$ cat src/rtl/rf_wb_arbiter.sv
`default_nettype none
// ============================================================================
//  Module      : rf_wb_arbiter
//  Description : Two-source register-file writeback arbiter (pipeline / MDU)
//                with WAW tracking of outstanding MDU destinations and an
//                MDU anti-starvation wait counter.
//  Revision    : 1.0 - initial release
// ============================================================================
module rf_wb_arbiter #(
    parameter int MAX_WAIT = 4
) (
    input  logic        clk,
    input  logic        rst_n,
    input  logic        pipe_valid,
    input  logic [4:0]  pipe_wa,
    input  logic [31:0] pipe_wd,
    output logic        pipe_ready,
    input  logic        mdu_valid,
    input  logic [4:0]  mdu_wa,
    input  logic [31:0] mdu_wd,
    output logic        mdu_ready,
    input  logic        mdu_issue,
    input  logic [4:0]  mdu_issue_wa,
    output logic        rf_we,
    output logic [4:0]  rf_wa,
    output logic [31:0] rf_wd,
    output logic [31:0] pend_mask
);

    localparam logic [3:0] c_max_wait = 4'(MAX_WAIT);

    logic        r_rf_we;
    logic [4:0]  r_rf_wa;
    logic [31:0] r_rf_wd;
    logic [31:0] r_pend_mask;
    logic [3:0]  r_wait_cnt;

    logic        w_pipe_blocked;
    logic        w_mdu_starved;
    logic        w_pipe_xfer;
    logic        w_mdu_xfer;
    logic [31:0] w_pend_next;

    assign w_pipe_blocked = r_pend_mask[pipe_wa];
    assign w_mdu_starved  = mdu_valid && (r_wait_cnt == c_max_wait);

    // Starved MDU beats the pipe; a WAW-blocked pipe never wins.
    always_comb begin
        pipe_ready = 1'b0;
        mdu_ready  = 1'b0;
        if (rst_n) begin
            if (w_mdu_starved) begin
                mdu_ready = 1'b1;
            end else if (pipe_valid && !w_pipe_blocked) begin
                pipe_ready = 1'b1;
            end else if (mdu_valid) begin
                mdu_ready = 1'b1;
            end
        end
    end

    assign w_pipe_xfer = pipe_valid && pipe_ready;
    assign w_mdu_xfer  = mdu_valid && mdu_ready;

    // Clear on MDU retirement first so a same-edge issue to that index wins.
    always_comb begin
        w_pend_next = r_pend_mask;
        if (w_mdu_xfer) begin
            w_pend_next[mdu_wa] = 1'b0;
        end
        if (mdu_issue && (mdu_issue_wa != 5'd0)) begin
            w_pend_next[mdu_issue_wa] = 1'b1;
        end
        w_pend_next[0] = 1'b0;
    end

    always_ff @(posedge clk) begin
        if (!rst_n) begin
            r_rf_we     <= 1'b0;
            r_rf_wa     <= 5'd0;
            r_rf_wd     <= 32'd0;
            r_pend_mask <= 32'd0;
            r_wait_cnt  <= 4'd0;
        end else begin
            r_pend_mask <= w_pend_next;

            if (mdu_valid && !mdu_ready) begin
                r_wait_cnt <= (r_wait_cnt == c_max_wait) ? r_wait_cnt : r_wait_cnt + 4'd1;
            end else begin
                r_wait_cnt <= 4'd0;
            end

            if (w_pipe_xfer) begin
                r_rf_we <= (pipe_wa != 5'd0);
                r_rf_wa <= pipe_wa;
                r_rf_wd <= pipe_wd;
            end else if (w_mdu_xfer) begin
                r_rf_we <= (mdu_wa != 5'd0);
                r_rf_wa <= mdu_wa;
                r_rf_wd <= mdu_wd;
            end else begin
                r_rf_we <= 1'b0;
            end
        end
    end

    assign rf_we     = r_rf_we;
    assign rf_wa     = r_rf_wa;
    assign rf_wd     = r_rf_wd;
    assign pend_mask = r_pend_mask;

endmodule
`default_nettype wire

$ cat config.mk
export PLATFORM = sky130hd
export DESIGN_NAME = rf_wb_arbiter
export DESIGN_NICKNAME = d
export VERILOG_FILES = /design/src/rtl/rf_wb_arbiter.sv
export SDC_FILE = /design/constraint.sdc
export NUM_CORES = 1
export LEC_CHECK = 0
export CORE_MARGIN = 5
export CORE_UTILIZATION = 25
export DETAILED_ROUTE_END_ITERATION = 8
export DONT_BUFFER_PORTS = 1
export GPL_TIMING_DRIVEN = 0
export SLEW_MARGIN = 25
export SYNTH_ARGS = -nofsm -noshare
export SYNTH_HDL_FRONTEND = slang
export SYNTH_SLANG_ARGS = --single-unit
$ cat constraint.sdc
create_clock -name clk -period 2.2 [get_ports clk]
set_input_delay 0.33 -clock clk [delete_from_list [all_inputs] [get_ports clk]]
set_output_delay 0.33 -clock clk [all_outputs]
set_load 0.03 [all_outputs]
==> results.yml, run 1 <==
outcome:
  status: "complete, but fails checks"
  violations: "negative setup slack"
critical_path:
  worstSetupEndpointType: "output port"
  cp-start-kind: "register"
  cp_data_arrival_time_ns: 2.13
  required_ns: 1.87
  cp_slowest_stage_delay_ns: 0.45
  worst-path-max-fanout: 5
  crit_type: "reg2out"
  slowest_stage: "o221ai_1"
  cp_cell_sequence: "mux2_2 > o221ai_1 > o211ai_1 > o21ai_4 > a21oi_4 > buf_8"
place:
  place_area_sq_um: 3990
  io_buffer_count: 0
  hpwl_microns: 10500
  globalplace.congestion: 0.838
routing:
  ant_nets: 0
  wl_microns: 14400
  vias: 3613
  drt_iter0_drc: 275
  drcViolationCount: 0
  wire_per_inst_microns: 22.2
  vias_per_cell: 5.55
  dr.pass1.iters: 5
synth:
  synth_fp_nets: 517
  netlist_area_sq_um: 3750
  synth_flop_cell: "dfxtp_1"
  synth-seq-cells: 73
  synth_area_leaders: "dfxtp_1 39%, a21oi_1 11%, mux2i_1 10%, a211oi_1 5.6%, o21ai_1 4.5%"
  yosys.area.top_type_share_pct: 39.0
  ys_types: 47
  netlist_instances: 431
  yosys.area.top_type: "dfxtp_1"
  async_reset_ff_share_pct: 0
  synth-edff-count: 0
  yosysWarnings: 0
  seq_area_frac_synth_pct: 39.0
  avgSynthCellArea_sq_um: 8.70
sta:
  maxSlewViolCount: 0
  finClkSkew_ns: 0.00854
  holdWs_ns: 0.110
  fin_ws_ns: -0.262
  fin_tns_setup_ns: -3.02
  worstMarginPinSlew_ns: 0.944
  maxSlewHeadroom_pct: 36.6
  min_period_ns: 2.46
  setup_violations: 40
  rsz0062_at_grt: "yes"
  hold_violations: 0
  timing.fmax_ghz: 0.406
  fin_crit_sh_pct: 112
global_routing:
  grt.total_usage_pct: 15.5
  antenna_found_initial: 0
  grt_pass1_wl_microns: 21500
  grt_max_degree: 14
  grt.overflow.total: 0
  grt_pass1_vias: 3652
layout:
  final_net_count: 548
  syn2layout_area_growth_pct: 31.3
  drive_gt1_share_pct: 26.8
  num_antenna_cells: 0
  fin_area_sq_um: 4920
  nFillCells: 1463
cts:
  cts_tree: "yes"
  clkSlewWorstSetupHoldPaths_ns: 0.06
  clk_latency_ns: 0.34
  hold_buffers: 0
  cts-buffers-inserted: 9
  clock-sinks: 73
  clock-root-buffer: "clkbuf_16"
  htreeDepth: 3
  cts_buffer_depth: 2
floorplan:
  fp.dieH_microns: 132
  start_util_pct: 25.6
  row_count: 44
  core_sq_um: 14600
  io-pin-count: 156
  die_w_microns: 132
  die-area_sq_um: 17500
job:
  maxCapViolations: 0
worst_hold_path:
  min_path_type: "in2reg"
pwr:
  leakagePower_nw: 1.66
  ir_worst_vdd_mv: 0.450
  p_per_area_nw_per_um2: 745
==> what timing repair did <==
| item | in CTS | in global routing |
|---|---|---|
| pin swaps | 8 | 8 |
| setup buffers | 10 | 4 |
| gates resized for setup | 75 | 39 |
| cloned | 2 | 4 |
| setup endpoints to repair | 69 | 64 |
==> power by group <==
| part | leakage, nW | total, mW | switching [mW] | internal (mW) |
|---|---|---|---|---|
| combinational | 0.906 | 0.574 | 0.309 | 0.265 |
| clock | 0.139 | 1.48 | 0.602 | 0.882 |
| sequential | 0.616 | 1.61 | 0.218 | 1.39 |
==> kinds of logic (layout without fill, tap and decap cells) <==
| group | after synthesis | count (layout) | synth area share, % |
|---|---|---|---|
| compound gates | 182 | 182 | 29.3 |
| xor+xnor | 1 | 1 | 0.234 |
| fa+ha+maj | 2 | 2 | 0.667 |
| buf+inv | 42 | 78 | 5.51 |
| flops | 73 | 73 | 39.0 |
| mux | 47 | 47 | 14.3 |
| other cells | 1 | 1 | 0.100 |
| simple gates | 83 | 83 | 10.8 |
==> worst paths after layout <==
kind / from / to / slack, ns / cells after the start
setup / recovery: pend_mask[27] / mdu_ready / -0.26 / 6
hold / removal: mdu_valid / rf_wa[4] / 0.11 / 1
setup reg to reg: pend_mask[28] / rf_wd[0] / -0.10 / 9
hold reg to reg: r_wait_cnt[0] / r_wait_cnt[0] / 0.52 / 1
==> sequential cells by signal, indices dropped and copies added (netlist names) <==
register,count
rf_wd,32
pend_mask,31
rf_we,1
rf_wa,5
r_wait_cnt,4
==> area by class of cell <==
class,count,area [sq um],area share [%]
Timing Repair Buffer,20,304,6.18
Inverter,6,22.5,0.457
Buffer,36,307,6.23
Sequential cell,73,1520,30.9
Multi-Input combinational cell,316,2240,45.6
Clock buffer,10,229,4.65
Tap cell,184,230,4.68
Clock inverter,6,67.6,1.37
==> cells in the final DEF (no fill, tap or decap), drive strengths merged, types with 4 or more instances in the layout <==
master	instances
inv	6
buf	33
and2	4
dfxtp	73
mux2i	38
nand2	28
mux2	4
clkbuf	33
mux4	5
nor3	10
nor2b	5
a22oi	16
a211oi	28
nand2b	7
a21oi	80
nor2	15
o21ai	43
==> Yosys cell counts, types with 3 or more instances <==
library cell / n
clkbuf_1: 19
mux2i_1: 38
nand2b_1: 7
inv_1: 5
a211oi_1: 28
dfxtp_1: 73
nand3_1: 3
nor3b_1: 3
mux4_2: 5
nor2b_1: 5
a22oi_1: 16
nor3_1: 10
o21ai_2: 3
nand2_1: 28
o21ai_0: 6
and2_1: 4
a21oi_1: 80
nand3b_1: 3
mux2_2: 3
buf_2: 9
nor2_1: 15
o21ai_1: 34
==> per-layer routing <==
| metal | GRT usage (%) | vias up | routed length, microns |
|---|---|---|---|
| li1 | - | 1671 | - |
| met1 | 17.4 | 1769 | 5700 |
| met2 | 25.4 | 140 | 6960 |
| met3 | 6.95 | 33 | 1360 |
| met4 | 6.52 | 0 | 431 |
| met5 | 0 | - | 0 |
==> stage by stage <==
step / util [%] / setup WS, ns / std cells / total power, mW
4_1_cts: 31.6 / -0.203 / 643 / 3.61
6_report: 33.6 / -0.262 / 651 / 3.67
3_3_place_gp: 27.2 / -0.380 / 615 / 2.04
2_1_floorplan: - / 0.0190 / 431 / 1.94
3_5_place_dp: 27.2 / -0.412 / 615 / 2.06
5_1_grt: 33.6 / -0.279 / 651 / 3.80
==> worst max-delay path, delay by kind of cell, from the launching register on <==
family / cells / cell delay, ns
AOI/OAI and AO/OA: 4 / 0.95
muxes: 1 / 0.29
buffers and inverters: 1 / 0.16
DFF: 1 / 0.39
Power figures use the tool's default switching activity.
==> inputs of run 2 (changes only) <==
--- a/config.mk
+++ b/config.mk
@@ -10,6 +10,7 @@
 export DETAILED_ROUTE_END_ITERATION = 8
 export DONT_BUFFER_PORTS = 1
 export GPL_TIMING_DRIVEN = 0
+export HOLD_SLACK_MARGIN = 0.15
 export SLEW_MARGIN = 25
 export SYNTH_ARGS = -nofsm -noshare
 export SYNTH_HDL_FRONTEND = slang
==> run 2 against run 1 <==
Against the previous run: the flow still finishes with violations (negative setup slack); hold slack better by 0.062 ns; die area unchanged; combinational power about the same; critical path depth unchanged; non-clock buffer count up 1; worst setup slack worse by 0.00069 ns; sequential cell count unchanged; clock power about the same; power about the same; final cell count up 0.15%; critical path type unchanged.
==> results.yml, run 2 (synthesis results as in run 1) <==
sta:
  timing.fmax_ghz: 0.406
  min_period_ns: 2.46
  maxSlewViolCount: 0
  setup_violations: 42
  fin_ws_ns: -0.263
  fin_tns_setup_ns: -3.17
  hold_violations: 0
  finClkSkew_ns: 0.00787
  holdWs_ns: 0.172
  worstMarginPinSlew_ns: 0.993
  maxSlewHeadroom_pct: 33.7
  rsz0062_at_grt: "yes"
  fin_crit_sh_pct: 112
cts:
  htreeDepth: 3
  cts-buffers-inserted: 9
  clkSlewWorstSetupHoldPaths_ns: 0.06
  clock-root-buffer: "clkbuf_16"
  clk_latency_ns: 0.34
  clock-sinks: 73
  cts_tree: "yes"
  cts_buffer_depth: 2
routing:
  ant_nets: 0
  drt_iter0_drc: 289
  vias: 3664
  drcViolationCount: 0
  wl_microns: 14500
  wire_per_inst_microns: 22.3
  vias_per_cell: 5.62
  dr.pass1.iters: 5
critical_path:
  worst-path-max-fanout: 5
  crit_type: "reg2out"
  required_ns: 1.87
  cp-start-kind: "register"
  worstSetupEndpointType: "output port"
  cp_data_arrival_time_ns: 2.13
layout:
  syn2layout_area_growth_pct: 31.6
  layout_common_cells: "78 x a21oi_1, 42 x dfxtp_1, 35 x mux2i_1"
  fin_area_sq_um: 4930
  largest_register_ffs: 32
  num_antenna_cells: 0
  drive_gt1_share_pct: 26.7
  final_net_count: 549
  layout_commonest_cell: "a21oi_1"
global_routing:
  grt_max_degree: 14
  antenna_found_initial: 0
  grt.overflow.total: 0
  grt_pass1_vias: 3654
  grt_pass1_wl_microns: 21500
  grt.total_usage_pct: 15.5
place:
  globalplace.congestion: 0.838
  io_buffer_count: 0
  hpwl_microns: 10500
  place_area_sq_um: 3990
floorplan:
  fp.dieH_microns: 132
  row_count: 44
  core_sq_um: 14600
  die-area_sq_um: 17500
  io-pin-count: 156
  die_w_microns: 132
  start_util_pct: 25.6
pwr:
  internal-power_mw: 2.54
  pwr-share-comb_pct: 15.7
  ir_worst_vdd_mv: 0.448
  p_per_area_nw_per_um2: 744
  leakagePower_nw: 1.67
  p_clk_share_pct: 40.4
  p_seq_share_pct: 43.9
  p_sw_mw: 1.13
  swShare_pct: 30.7
job:
  maxCapViolations: 0
worst_hold_path:
  min_path_type: "in2reg"
outcome:
  violations: "negative setup slack"
  status: "complete, but fails checks"
-- run 2: per-layer routing --
layer  up-vias  track usage, %  routed length (microns)
met5         -               0                        0
met4         0            6.52                      441
met3        33            6.95                     1350
met2       152            25.4                     7010
met1      1806            17.6                     5720
li1       1673               -                        -
-- run 2: power groups by stage --
stage / Clock [mW] / Combinational [mW] / Sequential, mW
detailed placement: 0 / 0.413 / 1.65
floorplan: 0 / 0.319 / 1.62
global placement: 0 / 0.399 / 1.65
global route: 1.56 / 0.623 / 1.62
finish: 1.48 / 0.576 / 1.61
CTS: 1.51 / 0.491 / 1.61
-- run 2: final timing paths --
| check | start | depth (start not counted) | slack (ns) | endpoint |
|---|---|---|---|---|
| max | pend_mask[27] | 6 | -0.26 | mdu_ready |
| min | mdu_wd[5] | 2 | 0.17 | rf_wd[5] |
| max reg2reg | pend_mask[28] | 9 | -0.10 | rf_wd[0] |
| min reg2reg | r_wait_cnt[0] | 1 | 0.52 | r_wait_cnt[0] |
-- run 2: worst max-delay path, stage by stage (launching register included) --
cell	delay, ns
dfxtp_4	0.39
mux2_2	0.29
o221ai_1	0.45
o211ai_1	0.27
o21ai_4	0.14
a21oi_4	0.09
buf_8	0.16
-- run 2: stage by stage --
stage / total power [mW] / util (%) / setup WS (ns) / instances
after floorplan: 1.94 / - / 0.0190 / 431
after global placement: 2.04 / 27.2 / -0.380 / 615
after detailed placement: 2.06 / 27.2 / -0.412 / 615
after CTS: 3.61 / 31.7 / -0.203 / 644
after global routing: 3.80 / 33.7 / -0.279 / 652
final: 3.67 / 33.7 / -0.263 / 652
-- run 2: cell type report --
class / count / area [sq um]
buffer: 36 / 307
clock buffer: 10 / 229
clock inverter: 6 / 67.6
fill: 1462 / 9710
inverter: 6 / 22.5
multi-input combinational: 316 / 2240
sequential: 73 / 1520
tap: 184 / 230
timing repair buffer: 21 / 314
-- run 2: timing repair --
item / CTS / global route
buffers inserted: 10 / 4
gates resized for setup: 75 / 39
hold buffers: 1 / 0
pin swaps: 8 / 8
cloned: 2 / 4
setup endpoints to repair: 69 / 64
hold endpoints to repair: 1 / 0
==> inputs of run 3 (changes only) <==
--- a/config.mk
+++ b/config.mk
@@ -6,7 +6,7 @@
 export NUM_CORES = 1
 export LEC_CHECK = 0
 export CORE_MARGIN = 5
-export CORE_UTILIZATION = 25
+export CORE_UTILIZATION = 35
 export DETAILED_ROUTE_END_ITERATION = 8
 export DONT_BUFFER_PORTS = 1
 export GPL_TIMING_DRIVEN = 0
@@ -15,3 +15,4 @@
 export SYNTH_ARGS = -nofsm -noshare
 export SYNTH_HDL_FRONTEND = slang
 export SYNTH_SLANG_ARGS = --single-unit
+export TNS_END_PERCENT = 50
==> run 3 against run 2 <==
Against the previous run: critical endpoint unchanged; critical path type unchanged; via count decreased by 3.3%; routed wire length decreased by 12%; non-clock buffer count decreased by 9; sequential cell count unchanged; final cell count decreased by 8.9%; core utilization increased by 9.4 points; die area decreased by 27%; hold slack got worse by 0.0021 ns; highest routed layer unchanged; the run still ends with negative setup slack left; first-iteration DRC count decreased by 14%; register-to-register slack improved by 0.05 ns; sequential power about the same; critical path depth unchanged.
==> results.yml, run 3 (synthesis results as in run 1) <==
routing:
  ant_nets: 0
  dr.pass1.iters: 4
  wl_microns: 12800
  vias: 3543
  wire_per_inst_microns: 21.5
  vias_per_cell: 5.96
  drcViolationCount: 0
  drt_iter0_drc: 248
sta:
  min_period_ns: 2.38
  finClkSkew_ns: 0.00639
  holdWs_ns: 0.169
  fin_tns_setup_ns: -0.590
  setup_violations: 11
  fin_crit_sh_pct: 108
  timing.fmax_ghz: 0.421
  fin_ws_ns: -0.176
  worstMarginPinSlew_ns: 0.928
  maxSlewHeadroom_pct: 38.0
  hold_violations: 0
  rsz0062_at_grt: "yes"
  maxSlewViolCount: 0
floorplan:
  row_count: 37
  die-area_sq_um: 12900
  die_w_microns: 114
  core_sq_um: 10400
  io-pin-count: 156
  fp.dieH_microns: 114
  start_util_pct: 36.2
global_routing:
  grt.overflow.total: 0
  grt.total_usage_pct: 19.0
  grt_pass1_vias: 3491
  grt_max_degree: 13
  grt_pass1_wl_microns: 19200
  antenna_found_initial: 0
cts:
  clock-sinks: 73
  htreeDepth: 3
  cts_buffer_depth: 2
  cts_tree: "yes"
  clk_latency_ns: 0.36
  clkSlewWorstSetupHoldPaths_ns: 0.07
  cts-buffers-inserted: 9
  clock-root-buffer: "clkbuf_8"
critical_path:
  worstSetupEndpointType: "output port"
  crit_type: "reg2out"
  cp_data_arrival_time_ns: 2.05
  required_ns: 1.87
  cp-start-kind: "register"
  worst-path-max-fanout: 5
job:
  maxCapViolations: 0
pwr:
  p_per_area_nw_per_um2: 724
  leakagePower_nw: 1.53
  ir_worst_vdd_mv: 0.286
place:
  globalplace.congestion: 0.901
  place_ws_ns: -0.384
  io_buffer_count: 0
  hpwl_microns: 9290
layout:
  nFillCells: 1055
  drive_gt1_share_pct: 22.5
  largest_register_ffs: 32
  layout_common_cells: "79 x a21oi_1, 41 x dfxtp_1, 35 x mux2i_1"
  num_antenna_cells: 0
  final_net_count: 540
  layout_commonest_cell: "a21oi_1"
  syn2layout_area_growth_pct: 19.3
worst_hold_path:
  min_path_type: "in2reg"
outcome:
  status: "complete, but fails checks"
  violations: "negative setup slack"
[run 3: cell types whose count changed in the layout (fill, tap and decap cells not counted), moves of 4 or more]
| cell | delta |
|---|---|
| clkbuf_16 | -13 |
| clkbuf_8 | +10 |
| a211oi_1 | +7 |
| a211oi_2 | -7 |
| buf_8 | -6 |
| clkbuf_4 | +4 |
| dfxtp_2 | +4 |
[run 3: timing repair]
action | CTS | global route
pin swaps | 7 | 3
setup endpoints to repair | 68 | 53
resized for setup | 53 | 24
gates cloned | 1 | 1
hold buffers | 1 | 0
setup buffers | 7 | 2
endpoints found under the hold margin | 1 | 0
[run 3: worst paths after layout]
kind / slack [ns] / to / depth (start not counted) / start
setup / recovery: -0.18 / mdu_ready / 6 / pend_mask[23]
hold / removal: 0.17 / rf_wd[6] / 2 / mdu_wd[6]
setup reg to reg: -0.05 / rf_wd[4] / 8 / pend_mask[7]
hold reg to reg: 0.45 / r_wait_cnt[0] / 1 / r_wait_cnt[0]
[run 3: critical path, cell delays in order, from the launching register on]
cell      delay [ns]
dfxtp_4         0.39
mux4_2          0.51
a22oi_2         0.23
o211ai_1        0.17
o21ai_4         0.12
a21oi_4         0.10
buf_12          0.16
[run 3: cell type report]
| class | count | area [sq um] | share of cell area [%] |
|---|---|---|---|
| Clock inverter | 6 | 83.8 | 1.87 |
| Clock buffer | 9 | 124 | 2.77 |
| Multi-Input combinational cell | 316 | 2160 | 48.3 |
| Inverter | 6 | 22.5 | 0.503 |
| Buffer | 36 | 253 | 5.65 |
| Tap cell | 136 | 170 | 3.80 |
| Sequential cell | 73 | 1510 | 33.8 |
| Timing Repair Buffer | 12 | 146 | 3.27 |
[run 3: power by group]
part	switching, mW	internal, mW	leakage, nW
Clock	0.519	0.628	0.109
Combinational	0.279	0.204	0.801
Sequential	0.212	1.39	0.616
Total	1.01	2.23	1.53
[run 3: stage by stage]
| stage | std cells | instance area [sq um] | util (%) | power, mW |
|---|---|---|---|---|
| 2_1_floorplan | 431 | 3750 | - | 1.94 |
| 3_3_place_gp | 567 | 3930 | 37.8 | 2.04 |
| 3_5_place_dp | 567 | 3930 | 37.8 | 2.05 |
| 4_1_cts | 591 | 4350 | 41.9 | 3.24 |
| 5_1_grt | 594 | 4470 | 43.1 | 3.36 |
| 6_report | 594 | 4470 | 43.1 | 3.24 |
[run 3: layer usage]
metal | track usage, % | part of all wire, % | vias to the layer above
met5 | 0 | 0 | -
met4 | 8.89 | 2.4 | 0
met3 | 6.63 | 9.6 | 19
met2 | 30.5 | 50 | 148
met1 | 22.8 | 38 | 1726
li1 | - | - | 1650
